**config.mk**
```make
export PLATFORM = sky130hd
export DESIGN_NAME = polyt1_unpack_stream
export DESIGN_NICKNAME = d
export VERILOG_FILES = /design/src/rtl/dilithium_pkg.sv /design/src/rtl/t1_bitbuf.sv /design/src/rtl/polyt1_unpack_stream.sv
export SDC_FILE = /design/constraint.sdc
export NUM_CORES = 1
export LEC_CHECK = 0
export ABC_AREA = 1
export CAP_MARGIN = 20
export CORE_MARGIN = 4
export CORE_UTILIZATION = 45
export CTS_CLUSTER_SIZE = 8
export DETAILED_ROUTE_END_ITERATION = 16
export DONT_BUFFER_PORTS = 1
export SLEW_MARGIN = 20
export SYNTH_ARGS = -nofsm -noshare
export SYNTH_HDL_FRONTEND = slang
export SYNTH_HIERARCHICAL = 1
export SYNTH_SLANG_ARGS = --single-unit
```
**constraint.sdc**
```tcl
create_clock -name clk -period 2.05 [get_ports clk]
set_clock_uncertainty 0.05 [all_clocks]
set_input_delay 0.41 -clock clk [delete_from_list [all_inputs] [get_ports clk]]
set_output_delay 0.41 -clock clk [all_outputs]
set_load 0.03 [all_outputs]
```
**src/rtl/dilithium_pkg.sv**
```systemverilog
// ============================================================================
// Module      : dilithium_pkg
// Description : Shared t1 packing constants and FSM state encoding used by
//               the t1 packer and unpacker.
// Revision    : 1.0 - initial release
// ============================================================================
`default_nettype none

package dilithium_pkg;

    localparam int N       = 256;
    localparam int TBITS   = 10;
    localparam int COEFF_W = 32;
    localparam int NBYTES  = N * TBITS / 8;

    // Bit buffer geometry: at most 9 leftover bits plus one inserted byte.
    localparam int BUF_W   = 18;
    localparam int CNT_W   = 5;

    typedef enum logic [1:0] {
        IDLE = 2'd0,
        RUN  = 2'd1,
        DONE = 2'd2
    } state_t;

endpackage : dilithium_pkg

`default_nettype wire

```
**src/rtl/t1_bitbuf.sv**
```systemverilog
// ============================================================================
// Module      : t1_bitbuf
// Description : 18-bit LSB-first bit accumulator; pushes bytes in, pops
//               10-bit coefficients out. Pop is applied before push.
// Revision    : 1.0 - initial release
// ============================================================================
`default_nettype none

module t1_bitbuf
    import dilithium_pkg::*;
(
    input  logic                 clk,
    input  logic                 rst_n,
    input  logic                 i_clr,
    input  logic                 i_push,
    input  logic [7:0]           i_byte,
    input  logic                 i_pop,
    output logic [TBITS-1:0]     o_bits,
    output logic [CNT_W-1:0]     o_cnt
);

    logic [BUF_W-1:0] r_buf;
    logic [CNT_W-1:0] r_cnt;

    logic [BUF_W-1:0] w_base;
    logic [CNT_W-1:0] w_pos;
    logic [BUF_W-1:0] w_ins;
    logic [BUF_W-1:0] w_next_buf;
    logic [CNT_W-1:0] w_next_cnt;

    // The insertion point follows the post-shift bit count so a simultaneous
    // push lands directly above the bits that survive the pop.
    always_comb begin
        w_base     = i_pop ? (r_buf >> TBITS) : r_buf;
        w_pos      = i_pop ? (r_cnt - CNT_W'(TBITS)) : r_cnt;
        w_ins      = BUF_W'(i_byte) << w_pos;
        w_next_buf = i_push ? (w_base | w_ins) : w_base;
        w_next_cnt = w_pos + (i_push ? CNT_W'(8) : CNT_W'(0));
    end

    always_ff @(posedge clk or negedge rst_n) begin
        if (!rst_n) begin
            r_buf <= '0;
            r_cnt <= '0;
        end else if (i_clr) begin
            r_buf <= '0;
            r_cnt <= '0;
        end else if (i_push || i_pop) begin
            r_buf <= w_next_buf;
            r_cnt <= w_next_cnt;
        end
    end

    assign o_bits = r_buf[TBITS-1:0];
    assign o_cnt  = r_cnt;

endmodule : t1_bitbuf

`default_nettype wire

```
**src/rtl/polyt1_unpack_stream.sv**
```systemverilog
// ============================================================================
// Module      : polyt1_unpack_stream
// Description : Streams 320 packed t1 bytes in and 256 zero-extended 10-bit
//               coefficients out, with valid/ready on both sides.
// Revision    : 1.0 - initial release
// ============================================================================
`default_nettype none

module polyt1_unpack_stream
    import dilithium_pkg::*;
(
    input  logic               clk,
    input  logic               rst_n,
    input  logic               start,
    input  logic               in_valid,
    output logic               in_ready,
    input  logic [7:0]         in_data,
    input  logic               in_last,
    output logic               out_valid,
    input  logic               out_ready,
    output logic [COEFF_W-1:0] out_data,
    output logic               out_last,
    output logic               busy,
    output logic               done,
    output logic               err
);

    localparam logic [8:0] C_NBYTES     = 9'(NBYTES);
    localparam logic [8:0] C_LAST_BYTE  = 9'(NBYTES - 1);
    localparam logic [7:0] C_LAST_COEFF = 8'(N - 1);
    localparam logic [CNT_W-1:0] C_TBITS = CNT_W'(TBITS);

    state_t            r_state;
    logic [8:0]        r_bytecnt;
    logic [7:0]        r_coeffcnt;
    logic              r_err;

    logic              w_clr;
    logic              w_push;
    logic              w_pop;
    logic              w_in_ready;
    logic              w_out_valid;
    logic [TBITS-1:0]  w_bits;
    logic [CNT_W-1:0]  w_cnt;

    // Both handshake qualifiers depend only on registered state, so there is
    // no combinational path from the input side to the output side.
    assign w_in_ready  = (r_state == RUN) && (w_cnt < C_TBITS) && (r_bytecnt < C_NBYTES);
    assign w_out_valid = (r_state == RUN) && (w_cnt >= C_TBITS);
    assign w_push      = in_valid && w_in_ready;
    assign w_pop       = w_out_valid && out_ready;
    assign w_clr       = (r_state == IDLE) && start;

    t1_bitbuf u_bitbuf (
        .clk    (clk),
        .rst_n  (rst_n),
        .i_clr  (w_clr),
        .i_push (w_push),
        .i_byte (in_data),
        .i_pop  (w_pop),
        .o_bits (w_bits),
        .o_cnt  (w_cnt)
    );

    always_ff @(posedge clk or negedge rst_n) begin
        if (!rst_n) begin
            r_state    <= IDLE;
            r_bytecnt  <= '0;
            r_coeffcnt <= '0;
            r_err      <= 1'b0;
        end else begin
            case (r_state)
                IDLE: begin
                    if (start) begin
                        r_state    <= RUN;
                        r_bytecnt  <= '0;
                        r_coeffcnt <= '0;
                        r_err      <= 1'b0;
                    end
                end
                RUN: begin
                    if (w_push) begin
                        r_bytecnt <= r_bytecnt + 9'd1;
                        // in_last must coincide exactly with the final byte.
                        if (in_last != (r_bytecnt == C_LAST_BYTE)) begin
                            r_err <= 1'b1;
                        end
                    end
                    if (w_pop) begin
                        r_coeffcnt <= r_coeffcnt + 8'd1;
                        if (r_coeffcnt == C_LAST_COEFF) begin
                            r_state <= DONE;
                        end
                    end
                end
                DONE: begin
                    r_state <= IDLE;
                end
                default: begin
                    r_state <= IDLE;
                end
            endcase
        end
    end

    assign in_ready  = w_in_ready;
    assign out_valid = w_out_valid;
    assign out_data  = COEFF_W'(w_bits);
    assign out_last  = w_out_valid && (r_coeffcnt == C_LAST_COEFF);
    assign busy      = (r_state != IDLE);
    assign done      = (r_state == DONE);
    assign err       = r_err;

endmodule : polyt1_unpack_stream

`default_nettype wire

```
==> summary.md, run 1 <==
| Metric | Value |
|---|---|
| Ys Warns | `6` |
| Initial Utilization | `0.4629` |
| Max Freq | `486.7 MHz` |
| Run status | `finished with violations` |
| Crit Path Max Fanout | `2` |
| Max H-tree Level | `2` |
| Failing checks | `negative setup slack` |
| Input/output buffers | `0` |
| PD cells | `1177 nW/um^2` |
| Die span in y | `88.59 um` |
| Worst Path Required | `~1.6 ns` |
| Clk slew on worst S/H paths | `0.09 ns` |
| 1st-iter DRT viols | `134` |
| Final setup fails | `1` |
| Vias in the first global route | `2,262` |
| Root Buffer | `clkbuf_8` |
| Layout Nets | `447` |
| Layout area overhead | `14.64%` |
| Clk_lat worst skew | `0.29 ns` |
| Crit start category | `flip-flop` |
| Tcrit/Tclk final | `1.002` |
| Synthesized instance count | `just over 400` |
| Clk sinks | `between 40 and 50` |
| Core Area | `between 6000 and 7000 sq um` |
| Detailed Routing Iterations Pass 1 | `5` |
| Final Critical Period | `a little over 2 ns` |
| Aggregate routed wire length | `about 6500 um` |
| Final non-filler cell total | `507` |
| Hold path startpoint | `in_valid` |
| Ports | `52` |
| CP startpoint | `r_coeffcnt[1]` |
| RSZ-0062 raised after global routing | `true` |
| WP data arrival | `1.59 ns` |
| Remaining DRCs | `0` |
| Grt ovf | `0` |
| Share of layout cells above drive strength 1 | `0.2419` |
| Maxcap violations | `0` |
| Antenna violations before repair | `0` |
| Setup ws final | `-0.004508 ns` |
| Clock Tree Buf Depth | `2` |
| R2R Setup Slk | `0.10 ns` |
| Fill cells | `approximately 630` |
| Post-Syn Area | `2923 sq um` |
| Hold Vio Cnt, Final | `0` |
| HPWL after DPL | `4712 um` |
| Antenna-violating nets left | `0` |
| Maximum VDD drop | `0.0006268 V` |
| R2R Path End | `u_bitbuf/o_cnt[4]` |
| # rows | `29` |
| Leak Pwr | `1.679 nW` |
| Total CTS buffers | `5` |
| Post-layout power | `between 3 and 4 mW` |
| Number of antenna diodes | `0` |
| CTS tree | `built` |
| Largest net degree at the start of global routing | `43` |
| FF/Latch Area | `1051 sq um` |
| Area occupied by multi-input gates | `approximately 1600 sq um` |
| Mean post-synth cell area | `about 7.2 sq um` |
| Final Max Slew Viols | `0` |
| Gpl congestion | `0.8895` |
| CP Capture Point | `out_last` |
| DR WL/cell | `around 13 um` |
| Die area | `7848 sq um` |
| Rel. slew slack | `0.6259` |
| R2R cell count | `14` |
| Hold WC Path Type | `input port to flip-flop` |
| R2R Path Start | `r_state[1]` |
| Placed Cells | `485` |
| Die width | `88.59 um` |
| Vias/cell | `4.893` |
| First-pass GRT wire length | `10,810 um` |
| Slew @ Worst Pin | `approximately 0.56 ns` |
| CP Class | `flip-flop to output pin` |
| Vias | `2,481` |
| Worst setup EP type | `output pin` |
| All-layer global routing usage | `0.1756` |
==> flip-flops by register name (all words and copies together), names as in the netlist <==
register        count
r_coeffcnt          8
r_bytecnt           9
err                 1
u_bitbuf/o_cnt      4
u_bitbuf/r_buf     18
r_state             2
==> worst min path at each step <==
stage	endpoint	slack, ns	depth (start not counted)
global route	r_bytecnt[0]	0.27	2
CTS	r_bytecnt[0]	0.26	2
detailed placement	r_bytecnt[5]	0.07	0
finish	r_bytecnt[0]	0.27	2
floorplan	err	0.06	0
global placement	r_bytecnt[4]	0.07	0
==> what timing repair did <==
item	in CTS	in global routing
buffers inserted	2	8
setup endpoints to repair	2	20
hold buffers	2	0
gates cloned	0	2
hold endpoints to repair	42	0
pin swaps	1	16
resized for setup	4	31
==> worst max-delay path, stage by stage (launching register included) <==
cell     delay, ns
dfrtp_1       0.37
ha_2          0.20
nand2_2       0.07
nor2_4        0.10
nand3_2       0.08
nor2_2        0.13
nand2_2       0.06
nor3_2        0.11
buf_4         0.18
==> power by group <==
group          internal [mW]  switching, mW
sequential             0.926         0.0788
combinational          0.878           1.40
clock                  0.364          0.299
total                   2.17           1.78
==> final cells by class <==
cell class / instances / area share
flip-flops and latches: 42 / 0.3137
clock buffers: 6 / 0.02166
repair inverters: 1 / 0.002614
inverters: 46 / 0.05676
multi-input cells: 301 / 0.4843
repair buffers: 32 / 0.08103
clock inverters: 2 / 0.01120
well taps: 77 / 0.02875
==> layout by cell type, fill, tap and decap left out, drive strengths merged <==
cell,n
nand2,130
inv,47
dfrtp,42
nand3,41
nor2,37
buf,31
o21ai,28
conb,22
a21oi,17
clkbuf,6
nor3,6
xor2,4
ha,4
a31oi,2
nor3b,2
or2,2
and2,2
o22ai,1
o21bai,1
nand4,1
mux2i,1
clkinvlp,1
bufinv,1
dlygate4sd3,1
==> per-stage QoR <==
step | utilization | TNS, ns | setup WS, ns | hold WS (ns) | cell area, sq um
2_1_floorplan | - | -0.3222 | -0.1623 | 0.06441 | 3044
3_3_place_gp | 0.4736 | 0 | 0.04376 | 0.06584 | 2990
6_report | 0.5307 | -0.004508 | -0.004508 | 0.2674 | 3351
4_1_cts | 0.5006 | -0.07397 | -0.07397 | 0.2595 | 3161
3_5_place_dp | 0.4736 | 0 | 0.003546 | 0.06580 | 2990
5_1_grt | 0.5307 | -0.1438 | -0.1022 | 0.2730 | 3351
==> layer usage <==
metal  track usage  vias to the layer above  wire (um)
li1              -                     1273          -
met1        0.2481                     1148       3112
met2        0.2855                       53       3089
met3       0.02980                        7        294
met4       0.03297                        0         45
met5             0                        -          0
Power figures use the tool's default switching activity.
==> inputs of run 2 (changes only) <==
CAP_MARGIN = 10   (was 20)
==> results of run 2 <==
No change in the layout: final DEF, timing and power equal those of run 1.
==> inputs of run 3 (changes only) <==
DONT_BUFFER_PORTS = default   (was 1)
PLACE_DENSITY = 0.73   (was default)
==> run 3 against run 2 <==
  * The flow still finishes with violations (negative setup slack)
  * Non-clock buffer count increased by 32
  * Fmax decreased by 1.4%
  * Wire length rose by 6.5%
  * Hold slack gained 0.20 ns
  * Critical path type unchanged
==> summary.md, run 3 (synthesized netlist as in run 1, its figures left out) <==
| Metric | Value |
|---|---|
| Run status | `finished with violations` |
| Die width | `88.59 um` |
| Sum Neg Setup Slack | `-0.03404 ns` |
| All-layer global routing usage | `0.1780` |
| Layout Nets | `479` |
| Root Buffer | `clkbuf_8` |
| Grt ovf | `0` |
| Fill cells | `571` |
| Die span in y | `88.59 um` |
| Gpl congestion | `0.8817` |
| Clk sinks | `42` |
| Final setup fails | `1` |
| Antenna violations before repair | `0` |
| CP Class | `flip-flop to output pin` |
| Aggregate routed wire length | `roughly 7000 um` |
| Clock Tree Buf Depth | `2` |
| First-pass GRT wire length | `approximately 11,000 um` |
| Final Critical Period | `2.084 ns` |
| Worst setup EP type | `output pin` |
| HPWL after DPL | `5112 um` |
| RSZ-0062 raised after global routing | `true` |
| Clk slew on worst S/H paths | `0.09 ns` |
| Net Sw Frac | `0.4764` |
| Power share of the combinational group | `0.589` |
| Tcrit/Tclk final | `1.017` |
| Total CTS buffers | `5` |
| Detailed Routing Iterations Pass 1 | `4` |
| Input/output buffers | `29` |
| Place WS | `-0.1977 ns` |
| Largest net degree at the start of global routing | `20` |
| Vias | `2,687` |
| Hold Vio Cnt, Final | `0` |
| Largest register by flop count | `u_bitbuf/r_buf` |
| WP data arrival | `~1.6 ns` |
| Max H-tree Level | `2` |
| R2R cell count | `16` |
| Internal | `2.023 mW` |
| Worst Path Required | `1.59 ns` |
| PD cells | `1055 nW/um^2` |
| Maximum VDD drop | `0.0006613 V` |
| Crit Path Max Fanout | `2` |
| CTS tree | `built` |
| Die area | `a little under 8000 sq um` |
| Antenna-violating nets left | `0` |
| Most frequent cells in the layout | `nand2_1, dfrtp_1, inv_1` |
| Ports | `52` |
| Final core occ | `0.5799` |
| # rows | `29` |
| Vias/cell | `around 5.0` |
| Clock share of power | `0.149` |
| Max reg flops | `18` |
| Net switching power | `approximately 1.8 mW` |
| Maxcap violations | `0` |
| Max Freq | `479.8 MHz` |
| Initial Utilization | `0.4629` |
| Core Area | `6314 sq um` |
| Number of antenna diodes | `0` |
| Final Max Slew Viols | `0` |
| Share of layout cells above drive strength 1 | `0.2424` |
| Vias in the first global route | `about 2,400` |
| Most common cell after layout, fill and taps aside | `nand2_1` |
| Crit start category | `flip-flop` |
| Biggest registers after layout | `u_bitbuf/r_buf x18, r_bytecnt x9, r_coeffcnt x8` |
| Placed Cells | `523` |
| Leak Pwr | `1.809 nW` |
| Layout area overhead | `25.26%` |
| Clk_lat worst skew | `~0.3 ns` |
| 1st-iter DRT viols | `208` |
| Failing checks | `negative setup slack` |
| Power share of the sequential group | `0.262` |
| Remaining DRCs | `0` |
| Final non-filler cell total | `539` |
| Setup ws final | `-0.03404 ns` |
| Hold WC Path Type | `input port to asynchronous set/reset pin` |
| DR WL/cell | `around 13 um` |
==> run 3: changes by cell type in the layout (fill, tap and decap cells not counted), sizes merged, moves of 2 or more <==
cell           delta
buf               +6
clkdlybuf4s50    +23
dlymetal6s2s      +2
clkinv            +2
==> run 3: power by group through the flow <==
stage	clock (mW)	sequential (mW)	combinational (mW)
finish	0.575	1.01	2.28
global route	0.628	1.02	2.49
CTS	0.589	1.01	1.98
detailed placement	0	1.02	1.95
global placement	0	1.02	1.95
floorplan	0	1.03	1.38
==> run 3: repair_timing <==
action,4_1_cts,5_1_grt
pin swaps,4,15
setup buffers,2,3
hold buffers,1,0
endpoints found under the hold margin,9,0
resized for setup,6,39
gates cloned,0,2
setup endpoints to repair,8,25
==> run 3: per-stage QoR <==
stage | cell area (sq um) | total power, mW | hold WS (ns)
after floorplan | 3044 | 2.407 | 0.06441
after global placement | 3338 | 2.967 | 0.2560
after detailed placement | 3338 | 2.970 | 0.2559
after CTS | 3475 | 3.575 | 0.4608
after global routing | 3661 | 4.140 | 0.4869
final | 3661 | 3.863 | 0.4637
==> run 3: final timing paths <==
check / endpoint / slack, ns / start
max: out_last / -0.03 / r_coeffcnt[1]
min: u_bitbuf/r_buf[5] / 0.46 / rst_n
max reg2reg: u_bitbuf/r_buf[13] / 0.09 / u_bitbuf/o_cnt[1]
min reg2reg: r_bytecnt[1] / 0.46 / r_bytecnt[1]
max in group asynchronous: u_bitbuf/r_buf[3] / 1.00 / rst_n
min in group clk: r_bytecnt[1] / 0.46 / r_bytecnt[1]
==> run 3: area by class of cell <==
class | count | area [sq um] | area share
multi-input cells | 301 | 1639 | 0.4477
flip-flops and latches | 42 | 1051 | 0.2871
repair buffers | 64 | 565.5 | 0.1545
inverters | 46 | 207.7 | 0.05673
well taps | 77 | 96.34 | 0.02632
clock buffers | 5 | 68.82 | 0.01880
clock inverters | 3 | 23.77 | 0.006494
repair inverters | 1 | 8.758 | 0.002392
==> run 3: worst max-delay path, cell delays in order (launching register included) <==
cell,delay [ns]
dfrtp_1,0.37
ha_2,0.19
nand2_2,0.07
nor2_4,0.10
nand3_2,0.10
nor2_1,0.10
nand2_1,0.08
nor3_1,0.13
buf_4,0.19
==> run 3: layer usage <==
layer  vias up  global-route usage  wire (um)
li1       1348                   -          -
met1      1256              0.2392       3099
met2        77              0.2889       3482
met3         6             0.03631        323
met4         0             0.05632         59
met5         -                   0          0
